### config.mk
export PLATFORM = sky130hd
export DESIGN_NAME = tri_bbox_scanner
export DESIGN_NICKNAME = d
export VERILOG_FILES = /design/src/rtl/tri_bbox_scanner.sv
export SDC_FILE = /design/constraint.sdc
export NUM_CORES = 1
export LEC_CHECK = 0
export CAP_MARGIN = 20
export CORE_ASPECT_RATIO = 0.8
export CORE_UTILIZATION = 57
export CTS_BUF_LIST = sky130_fd_sc_hd__clkbuf_2 sky130_fd_sc_hd__clkbuf_4 sky130_fd_sc_hd__clkbuf_8
export DETAILED_ROUTE_END_ITERATION = 8
export PLACE_DENSITY = 0.91
export REMOVE_ABC_BUFFERS = 1
export SYNTH_ARGS = -nofsm -noshare
export SYNTH_HDL_FRONTEND = slang
export SYNTH_SLANG_ARGS = --single-unit
### constraint.sdc
create_clock -name clk -period 6.4 [get_ports clk]
set_input_delay 0.96 -clock clk [delete_from_list [all_inputs] [get_ports clk]]
set_output_delay 0.96 -clock clk [all_outputs]
set_load 0.01 [all_outputs]
### src/rtl/tri_bbox_scanner.sv
// Triangle bounding-box scanner: clips a screen-space triangle's bounding box to the frame
// and streams every candidate pixel coordinate in raster order under valid/ready flow control.
module tri_bbox_scanner #(
  parameter int unsigned FRAME_WIDTH  = 512,
  parameter int unsigned FRAME_HEIGHT = 384,
  parameter int unsigned COORD_BITS   = 16,
  parameter int unsigned COLOR_BITS   = 16
) (
  input  logic                         clk,
  input  logic                         rst,
  input  logic                         tri_valid,
  output logic                         tri_ready,
  input  logic signed [COORD_BITS-1:0] tri_x0,
  input  logic signed [COORD_BITS-1:0] tri_y0,
  input  logic signed [COORD_BITS-1:0] tri_x1,
  input  logic signed [COORD_BITS-1:0] tri_y1,
  input  logic signed [COORD_BITS-1:0] tri_x2,
  input  logic signed [COORD_BITS-1:0] tri_y2,
  input  logic [COLOR_BITS-1:0]        tri_color,
  output logic                         pix_valid,
  input  logic                         pix_ready,
  output logic [COORD_BITS-1:0]        pix_x,
  output logic [COORD_BITS-1:0]        pix_y,
  output logic [COLOR_BITS-1:0]        pix_color,
  output logic                         pix_last,
  output logic                         tri_done,
  output logic                         busy
);

  localparam logic signed [COORD_BITS-1:0] Zero = '0;
  localparam logic signed [COORD_BITS-1:0] XLim = COORD_BITS'(FRAME_WIDTH - 1);
  localparam logic signed [COORD_BITS-1:0] YLim = COORD_BITS'(FRAME_HEIGHT - 1);

  typedef enum logic [1:0] {StIdle, StSetup, StScan, StFinish} state_e;

  state_e state_q, state_d;

  logic signed [COORD_BITS-1:0] x0_q, y0_q, x1_q, y1_q, x2_q, y2_q;
  logic [COLOR_BITS-1:0]        color_q;
  logic [COORD_BITS-1:0]        xmin_q, xmax_q, ymax_q;
  logic [COORD_BITS-1:0]        pix_x_q, pix_y_q;

  logic signed [COORD_BITS-1:0] xmin_c, xmax_c, ymin_c, ymax_c;
  logic [COORD_BITS-1:0]        xlo, xhi, ylo, yhi;
  logic                         box_empty, at_row_end, at_last, pix_fire;

  always_comb begin
    xmin_c = x0_q;
    xmax_c = x0_q;
    ymin_c = y0_q;
    ymax_c = y0_q;
    if (x1_q < xmin_c) xmin_c = x1_q;
    if (x2_q < xmin_c) xmin_c = x2_q;
    if (x1_q > xmax_c) xmax_c = x1_q;
    if (x2_q > xmax_c) xmax_c = x2_q;
    if (y1_q < ymin_c) ymin_c = y1_q;
    if (y2_q < ymin_c) ymin_c = y2_q;
    if (y1_q > ymax_c) ymax_c = y1_q;
    if (y2_q > ymax_c) ymax_c = y2_q;
  end

  // Emptiness is judged on the unclipped box; clipping alone would fold it onto an edge.
  assign box_empty = (xmax_c < Zero) || (xmin_c > XLim) || (ymax_c < Zero) || (ymin_c > YLim);
  assign xlo = (xmin_c < Zero) ? '0 : xmin_c;
  assign xhi = (xmax_c > XLim) ? XLim : xmax_c;
  assign ylo = (ymin_c < Zero) ? '0 : ymin_c;
  assign yhi = (ymax_c > YLim) ? YLim : ymax_c;

  assign at_row_end = (pix_x_q == xmax_q);
  assign at_last    = at_row_end && (pix_y_q == ymax_q);
  assign pix_fire   = pix_valid && pix_ready;

  always_ff @(posedge clk) begin
    if (!rst) begin
      state_q <= StIdle;
    end else begin
      state_q <= state_d;
    end
  end

  always_comb begin
    state_d = state_q;
    unique case (state_q)
      StIdle:   if (tri_valid) state_d = StSetup;
      StSetup:  state_d = box_empty ? StFinish : StScan;
      StScan:   if (pix_ready && at_last) state_d = StFinish;
      StFinish: state_d = StIdle;
      default:  state_d = StIdle;
    endcase
  end

  always_comb begin
    tri_ready = 1'b0;
    pix_valid = 1'b0;
    tri_done  = 1'b0;
    busy      = 1'b1;
    unique case (state_q)
      StIdle: begin
        tri_ready = 1'b1;
        busy      = 1'b0;
      end
      StScan:   pix_valid = 1'b1;
      StFinish: tri_done  = 1'b1;
      default: ;
    endcase
  end

  assign pix_last  = pix_valid && at_last;
  assign pix_x     = pix_x_q;
  assign pix_y     = pix_y_q;
  assign pix_color = color_q;

  always_ff @(posedge clk) begin
    if (!rst) begin
      x0_q    <= '0;
      y0_q    <= '0;
      x1_q    <= '0;
      y1_q    <= '0;
      x2_q    <= '0;
      y2_q    <= '0;
      color_q <= '0;
      xmin_q  <= '0;
      xmax_q  <= '0;
      ymax_q  <= '0;
      pix_x_q <= '0;
      pix_y_q <= '0;
    end else begin
      if (state_q == StIdle && tri_valid) begin
        x0_q    <= tri_x0;
        y0_q    <= tri_y0;
        x1_q    <= tri_x1;
        y1_q    <= tri_y1;
        x2_q    <= tri_x2;
        y2_q    <= tri_y2;
        color_q <= tri_color;
      end
      if (state_q == StSetup && !box_empty) begin
        xmin_q  <= xlo;
        xmax_q  <= xhi;
        ymax_q  <= yhi;
        pix_x_q <= xlo;
        pix_y_q <= ylo;
      end
      if (pix_fire && !at_last) begin
        if (at_row_end) begin
          pix_x_q <= xmin_q;
          pix_y_q <= pix_y_q + 1'b1;
        end else begin
          pix_x_q <= pix_x_q + 1'b1;
        end
      end
    end
  end

endmodule

* Word-level counts from Yosys, hierarchy flattened
Cells that the tools add are included.
Cells by class: $add $sub $neg 2, $lt $le $gt $ge 16, equality and inequality tests 7, muxes and demuxes 26, reduce and logical (&&, ||, !) cells 15
Operators with widths (count):
- $mux W16 | 18
- $gt A16 B10 Y1 const B | 4
- $gt A16 B16 Y1 | 4
- $lt A16 B1 Y1 const B | 4
- $lt A16 B16 Y1 | 4
- $add A16 B1 Y16 const B | 2
- $eq A16 B16 Y1 | 2
- $pmux W2 S4 | 1
- $logic_and A1 B1 Y1 | 7
- $mux W1 | 5
- $eq A2 B2 Y1 const B | 2
- $mux W2 | 2
- $ne A2 B2 Y1 const B | 2
- $logic_or A1 B1 Y1 | 3
- $eq A2 B1 Y1 const B | 1
- $logic_not A1 Y1 | 2
- $logic_not A2 Y1 | 1
- $reduce_and A2 Y1 | 1
- $reduce_bool A2 Y1 | 1
Storage, ports and cells: bits in registers 194, bits of input ports 116, output and inout bits 53, word-level logic and storage cells 79

* Longest topological paths before layout
word-level depth 13, gate-level depth with buffers 26, mapped depth without buffers 21

* Worst setup path before layout
No wires, ideal clock.
path kind flip-flop to flip-flop, start reg x0_q[15], end reg pix_y_q[4], in the netlist pix_y[4], library setup time 0.073 ns, arrival 5.328 ns, data required time 6.327 ns, setup slack 0.999 ns, cell stages (with the launch flop) 25, path buffers 4, period minus slack after synthesis 5.401 ns, path through dfxtp_1 inv_1 ha_1 buf_4 nand4_4 or3_1 a21oi_1 nor3_1 a21oi_1 buf_6 or2_1 buf_6 buf_2 mux2i_1 ha_1 nand4_1 nor2_1 a2111oi_0 o21ai_0 o21ai_1 mux2i_1 o211a_2 nand3_4 or4_4 o211ai_2
Between the ends: cells in the longest elaborated chain, start to end 13, elaborated cells on any way between the ends 18, those cells by class 6 x order compare; 7 x mux; 5 x reduce/logical
Ends and longest elaborated chain:
- start: declaration | RTL line 38 | logic signed [COORD_BITS-1:0] x0_q, y0_q, x1_q, y1_q, x2_q, y2_q;
- start signal: assignment | RTL line 129 | x0_q <= tri_x0;
- $gt A16 B16 Y1 or $lt A16 B16 Y1 (tied branches) | RTL line 54, 52
- $mux W16 (on tied branches) | RTL line 54, 52
- $gt A16 B16 Y1 or $lt A16 B16 Y1 (tied branches) | RTL line 55, 53
- $mux W16 (on tied branches) | RTL line 55, 53
- $lt A16 B1 Y1 or $gt A16 B10 Y1 (tied branches) | RTL line 63 | assign box_empty = (xmax_c < Zero) || (xmin_c > XLim) || (ymax_c < Zero) || (ymin_c > YLim);
- $logic_or A1 B1 Y1 (*) (3 in a row) | RTL line 63
- $logic_not A1 Y1 (*) | RTL line 137 | if (state_q == StSetup && !box_empty) begin
- $logic_and A1 B1 Y1 (*) | RTL line 137
- $mux W16 (*) | RTL line 137
- $mux W16 | RTL line 145 | if (at_row_end) begin
- $mux W16 (*) | RTL line 144 | if (pix_fire && !at_last) begin
- end signal: assignment | RTL line 142 | pix_y_q <= ylo;
- end signal: assignment | RTL line 147 | pix_y_q <= pix_y_q + 1'b1;
- end: declaration | RTL line 41 | logic [COORD_BITS-1:0] pix_x_q, pix_y_q;
Every way passes the cells marked *; elsewhere a longest branch is shown, timed or not. A chain may end at the register's enable or synchronous reset.

* Worst setup path in the final report
start reg y0_q[15], end reg pix_y_q[9], in the netlist pix_y[9]
Between the ends: cells in the longest elaborated chain, start to end 12, elaborated cells on any way between the ends 19, those cells by class 7 x order compare; 8 x mux; 4 x reduce/logical
Ends and longest elaborated chain:
- start: declaration | RTL line 38
- start signal: assignment | RTL line 130 | y0_q <= tri_y0;
- $gt A16 B16 Y1 | RTL line 58 | if (y1_q > ymax_c) ymax_c = y1_q;
- $mux W16 | RTL line 58
- $gt A16 B16 Y1 | RTL line 59 | if (y2_q > ymax_c) ymax_c = y2_q;
- $mux W16 | RTL line 59
- $lt A16 B1 Y1 | RTL line 63
- $logic_or A1 B1 Y1 (2 in a row) | RTL line 63
- $logic_not A1 Y1 | RTL line 137
- $logic_and A1 B1 Y1 | RTL line 137
- $mux W16 (*) | RTL line 137
- $mux W16 | RTL line 145
- $mux W16 (*) | RTL line 144
Marked as above.

==> out/results.ini <==
[layout]
drive_gt1_share_pct=5.24
antenna_cells=0
regArea_mm2=0.00386
final_nets=1806
multi_input_comb_area_mm2=0.00733
fill_cells=1557
mostFrequentLayoutCells=nand2_1 (290), dfxtp_1 (193), a21oi_1 (192), clkdlybuf4s50_1 (167), ha_1 (100)
design_area_mm2=0.0140
area_growth_pct=19.3
final_common_cell=nand2_1

[worst_setup_path]
cp_slowest_stage_delay_ps=610
arrival_ps=6220
r2r-end=pix_y[9]$_SDFF_PN0_
slowest_stage=mux2i_1
crit_start=y0_q[15]$_SDFFE_PN0P_
required_ps=6730
critical_path_class=register to register
r2r_cells=20
critPathMaxFanout=49
crit_path_cell_trace=inv_1 -> ha_1 -> nand4_2 -> nor2_1 -> o2bb2ai_1 -> nor4_2 -> a21o_1 -> buf_4 -> mux2i_1 -> ha_1 -> a211oi_1 -> o21ai_0 -> nand2_1 -> o22ai_1 -> a21oi_4 -> mux2i_1 -> nand3_4 -> buf_4 -> nand2_1 -> a311oi_1
end_kind=register
r2r_slack_ps=510
start_kind=register
timing.rr.start=y0_q[15]$_SDFFE_PN0P_

[sta]
period_minus_slack_ps=5890
fin_ws_ps=508
tightest_slew_ps=1010
skew_ps=16.4
fin_crit_sh_pct=92.1
slew_violations=0
hold_viol=0
grt_setup_unrepaired=no
timing.fmax_mhz=170
finalSetupViolCount=0
slew_headroom_pct=32.9

[run]
cap_violations=0

[yosys]
ys_warn_count=0
synth_top_area_cell=dfxtp_1
yosys.area_share.adder_pct=10.7
ys.flop_type=dfxtp_1
yosysUniqueCellTypes=76
ys_seq_area_share_pct=33.0
synth_area_mm2=0.0117
synth_edf_count=0
synth_area_leaders=dfxtp_1 (33%), ha_1 (11%), nand2_1 (9.3%)
synth_async_sr_flop_share_pct=0
synth_top_family_by_area=simple AND/OR/NAND/NOR gates
yosys.area_share.simple_pct=21.6
postSynthCellCount=1469
ys_ff_latch=193
synth.top_cell.area_share_pct=33.0
muxShareOfSynthArea_pct=7.22
synth_compound_area_share_pct=19.6
synthXorXnorAreaFrac_pct=3.30
syn_avg_cell_area_um2=7.96

[floorplan]
rows=46
core_mm2=0.0200
initial_core_util_pct=58.6
die_h_um=130
die-area_mm2=0.0211
io-pin-count=169
die_x_um=162

[drt]
ant_nets=0
wl_mm=31.7
wl_per_cell_um=17.0
drtPass1Iterations=5
drc=0
vias=11300
via_per_inst=6.04
drt_iter0_drc=1202

[pwr]
p_per_area_mw_per_mm2=522
leakage_nw=5.80
ir_worst_vdd_mv=0.562

[global_routing]
grt_use_met1_pct=40.9
track_usage_pct=30.5
met3_usage_pct=5.72
grt-ovfl-total=0
grt_pass1_vias=10500
use_met2_pct=49.4
grt_pass1_wl_mm=51.9
grt_max_degree=94
antenna_found_initial=0
grt_busiest_layer=met2

[clocking]
cts_tree=built
clock_sinks=193
htreeDepth=4
numCtsBuffers=17
insertion_delay_ps=490
root_buffer=clkbuf_8
cts_setup_buffers=0
clock_path_buffers=2
clk_pin_slew_ps=110
cts_resized=0
cts_hold_buf=0

[outcome]
status=finished, final reports clean

[placement]
place_area_mm2=0.0135
dp_hpwl_mm=23.1
gp_congestion=0.951
port_buffers=168
place_ws_ps=542

[min_path]
hold_depth=2
whs_endpoint=pix_color[10]$_SDFFE_PN0P_
hp-class=register to register
min_from=pix_color[10]$_SDFFE_PN0P_

## metal layers
layer | part of all wire (%) | up-vias
met1 | 45 | 5282
met2 | 45 | 465
met3 | 7.3 | 64
met5 | 0 | -
met4 | 2.2 | 0
li1 | - | 5466
## logic make-up after synthesis
logic type                 after synthesis
buffers and inverters                  131
adders and majority gates              100
AOI/OAI and AO/OA                      367
and+or+nand+nor                        552
muxes                                   82
xor gates and xnor gates                44
DFF                                    193
## cell usage after synthesis, drive strengths merged (9+ instances only)
library cell	number
a211oi	14
a21o	15
a21oi	194
a221o	9
a31oi	16
and3	32
buf	20
clkbuf	61
dfxtp	193
ha	100
inv	49
mux2i	76
nand2	291
nand2b	12
nand3	46
nand4	25
nor2	79
nor2b	10
nor3	15
nor4	10
o211ai	15
o21a	12
o21ai	42
o311a	10
xnor2	10
xor2	34
## state kept, by name, summed over array words and instances (netlist names)
signal and cells:
pix_color 16, pix_x 16, pix_y 16, x0_q 16, x1_q 16, x2_q 16
xmax_q 16, y0_q 16, y1_q 16, y2_q 16, ymax_q 16, xmin_q 15
state_q 2
## power breakdown
part	total, W	internal [W]	switching [W]
registers	0.00173	0.00143	0.000300
clock network	0.000878	0.000398	0.000480
logic	0.00468	0.00180	0.00288
total	0.00729	0.00362	0.00366
## area by class of cell
type                            count  area share (%)
Tap cell                          264            2.37
Inverter                           50            1.36
Clock buffer                       17            1.68
Clock inverter                     15            1.43
Sequential cell                   193            27.7
Multi-Input combinational cell   1145            52.5
Timing Repair Buffer              183            13.0
## critical path, delay by kind of cell, from the launching register on
family                   cells  cell delay (ps)
AND/OR/NAND/NOR              6             1390
adder cells (fa/ha/maj)      2              710
AO/OA/AOI/OAI                7             1630
buffers and inverters        3              750
flip-flops                   1              420
multiplexers                 2              830
## how the worst max path moves through the flow
stage                                  end  slack [ps]  cells past startpoint
finish                 pix_y[9]$_SDFF_PN0_         510                     20
detailed placement     pix_y[9]$_SDFF_PN0_         540                     20
global route           pix_y[9]$_SDFF_PN0_          70                     20
CTS                    pix_y[9]$_SDFF_PN0_         470                     20
floorplan              pix_y[4]$_SDFF_PN0_        -900                     20
global placement    pix_x[15]$_SDFFE_PN0P_         700                     20
## per-stage QoR
stage | TNS [ps] | util, % | hold slack [ps] | std cells | total power [W]
final | 0 | 69.9 | 460 | 1867 | 0.00729
after global routing | 0 | 69.9 | 470 | 1867 | 0.00780
after CTS | 0 | 69.8 | 458 | 1867 | 0.00718
after detailed placement | 0 | 67.6 | 446 | 1835 | 0.00626
after global placement | 0 | 67.5 | 439 | 1833 | 0.00611
after floorplan | -44990 | - | 431 | 1388 | 0.00487
(Power assumes the default switching activity.)
==> variant: new RTL, same settings <==
The parameter `COLOR_BITS` goes from 16 to 32.
--- a/src/rtl/tri_bbox_scanner.sv
+++ b/src/rtl/tri_bbox_scanner.sv
@@ -4,7 +4,7 @@
   parameter int unsigned FRAME_WIDTH  = 512,
   parameter int unsigned FRAME_HEIGHT = 384,
   parameter int unsigned COORD_BITS   = 16,
-  parameter int unsigned COLOR_BITS   = 16
+  parameter int unsigned COLOR_BITS   = 32
 ) (
   input  logic                         clk,
   input  logic                         rst,
Interface: changed (resized pix_color and tri_color); port bits go from 169 to 201. The function was not compared with the original's and may differ.
==> variant against the unedited design <==
  * Combinational power down 18%
  * Global-route usage up 0.17 points
  * Worst setup slack better by 0.027 ns
  * Routed wire length up 7.2%
  * Non-clock buffer count up 36
  * Hold slack worse by 0.0073 ns
  * Total power down 6.7%
  * Count of clock-buffer cells in the layout up 34
  * Synthesized area up 3.3%
  * Sequential cell count up 16
  * Cell area up 7.3%
  * Clock skew up 0.017 ns
  * Largest cell class unchanged
==> variant: results <==
group,metric,value,unit
run_status,status,"finished, final reports clean",
place,place_congestion,1.01,
final_layout,fin_util,72.1,%
timing,slew_headroom,44.5,%
cts,htreeDepth,2,
logic_synthesis,synthTopCellsByCount,"317 x nand2_1, 209 x dfxtp_1, 208 x a21oi_1, 105 x nor2_1, 100 x ha_1",
final_layout,nets,1962,
route,vias,11922,
grt,antenna_found_initial,3,
timing,finalClockSkew,0.0336,ns
final_layout,fillCellCount,1559,
worst_setup_path,cp_data_arrival_time,6.30,ns
route,drt_iter0_markers,1138,
route,firstDrtPassIters,6,
cts,cts_made_buffers,34,
place,place_hpwl,24.6,mm
worst_setup_path,crit_fanout,21,
grt,grt_pass1_vias,11258,
place,io_buffers,200,
place,dpl-instance-area,0.0142,sq mm
grt,grt_max_degree,69,
worst_setup_path,crit_slowest_cell,"a31oi_2",
worst_setup_path,critical_path.max_stage_delay,0.64,ns
final_layout,layout-drive-gt1-share,6.39,%
logic_synthesis,yosysUniqueCellTypes,63,
-- variant: cell types whose count changed after synthesis, sizes merged, moves of 8 or more --
| cell | change |
|---|---|
| nand3 | -16 |
| nand2b | -11 |
| inv | +35 |
| a31oi | +21 |
| dfxtp | +16 |
| a221o | -9 |
| nor3 | +21 |
| mux2 | +9 |
| o311a | -10 |
| nand2 | +26 |
| mux2i | -16 |
| a21oi | +14 |
| o22ai | +8 |
| nor2 | +26 |
-- variant: cells by family after synthesis --
kind of cell               count (synthesis)  share of synthesized area, %
AOI/OAI and AO/OA                        365                          18.0
xor gates and xnor gates                  38                          2.75
adders and majority gates                100                          10.4
buffers and inverters                    173                          5.60
DFF                                      209                          34.6
muxes                                     75                          6.37
and+or+nand+nor                          604                          22.3
-- variant: repair_timing --
item | 4_1_cts | 5_1_grt
setup endpoints to repair | 0 | 19
setup buffers | 0 | 0
resized for setup | 0 | 3
-- variant: final timing paths --
kind                               startpoint       endpoint  slack (ns)  depth (start not counted)
worst min-delay path            pix_color[22]  pix_color[22]        0.45                          2
worst min register to register  pix_color[22]  pix_color[22]        0.45                          2
worst max-delay path                 y0_q[14]       pix_x[4]        0.54                         20
worst max register to register       y0_q[14]       pix_x[4]        0.54                         20
-- variant: critical path: cells and delay by family (launching register included) --
kind,cells,cell delay (ns)
AOI/OAI and AO/OA,10,2.52
muxes,2,0.61
and+or+nand+nor,3,0.91
buffers and inverters,3,0.72
DFF,1,0.39
adders and majority gates,2,0.60
-- variant: metrics by stage --
step,hold slack (ns),power [mW],setup TNS [ns],worst slack (ns),instances
after detailed placement,0.442,5.46,0,0.383,1963
after floorplan,0.425,4.35,-69.75,-1.25,1475
final,0.453,6.80,0,0.536,2024
after global placement,0.434,5.34,0,0.603,1963
after CTS,0.454,6.72,0,0.351,2023
after global routing,0.473,7.22,0,0.00283,2024
-- variant: cell type report --
type | instances | share of cell area, %
clock buffer | 51 | 4.10
multi-input combinational | 1182 | 48.5
sequential | 209 | 27.9
tap | 269 | 2.25
antenna | 1 | 0.0167
clock inverter | 9 | 0.685
timing repair buffer | 219 | 14.3
inverter | 84 | 2.12
-- variant: metal layers --
| layer | vias to the layer above | part of all wire, % | track usage [%] |
|---|---|---|---|
| li1 | 5812 | - | - |
| met1 | 5538 | 44 | 40.3 |
| met2 | 497 | 45 | 50.1 |
| met3 | 71 | 7.7 | 6.29 |
| met4 | 4 | 2.5 | 9.84 |
| met5 | - | 0.080 | 0 |
-- variant: report_power, final --
| part | internal [mW] | switching (mW) | leakage (nW) |
|---|---|---|---|
| clock | 0.700 | 0.529 | 0.387 |
| combinational | 1.49 | 2.32 | 4.04 |
| sequential | 1.51 | 0.236 | 1.70 |
| total | 3.71 | 3.09 | 6.13 |
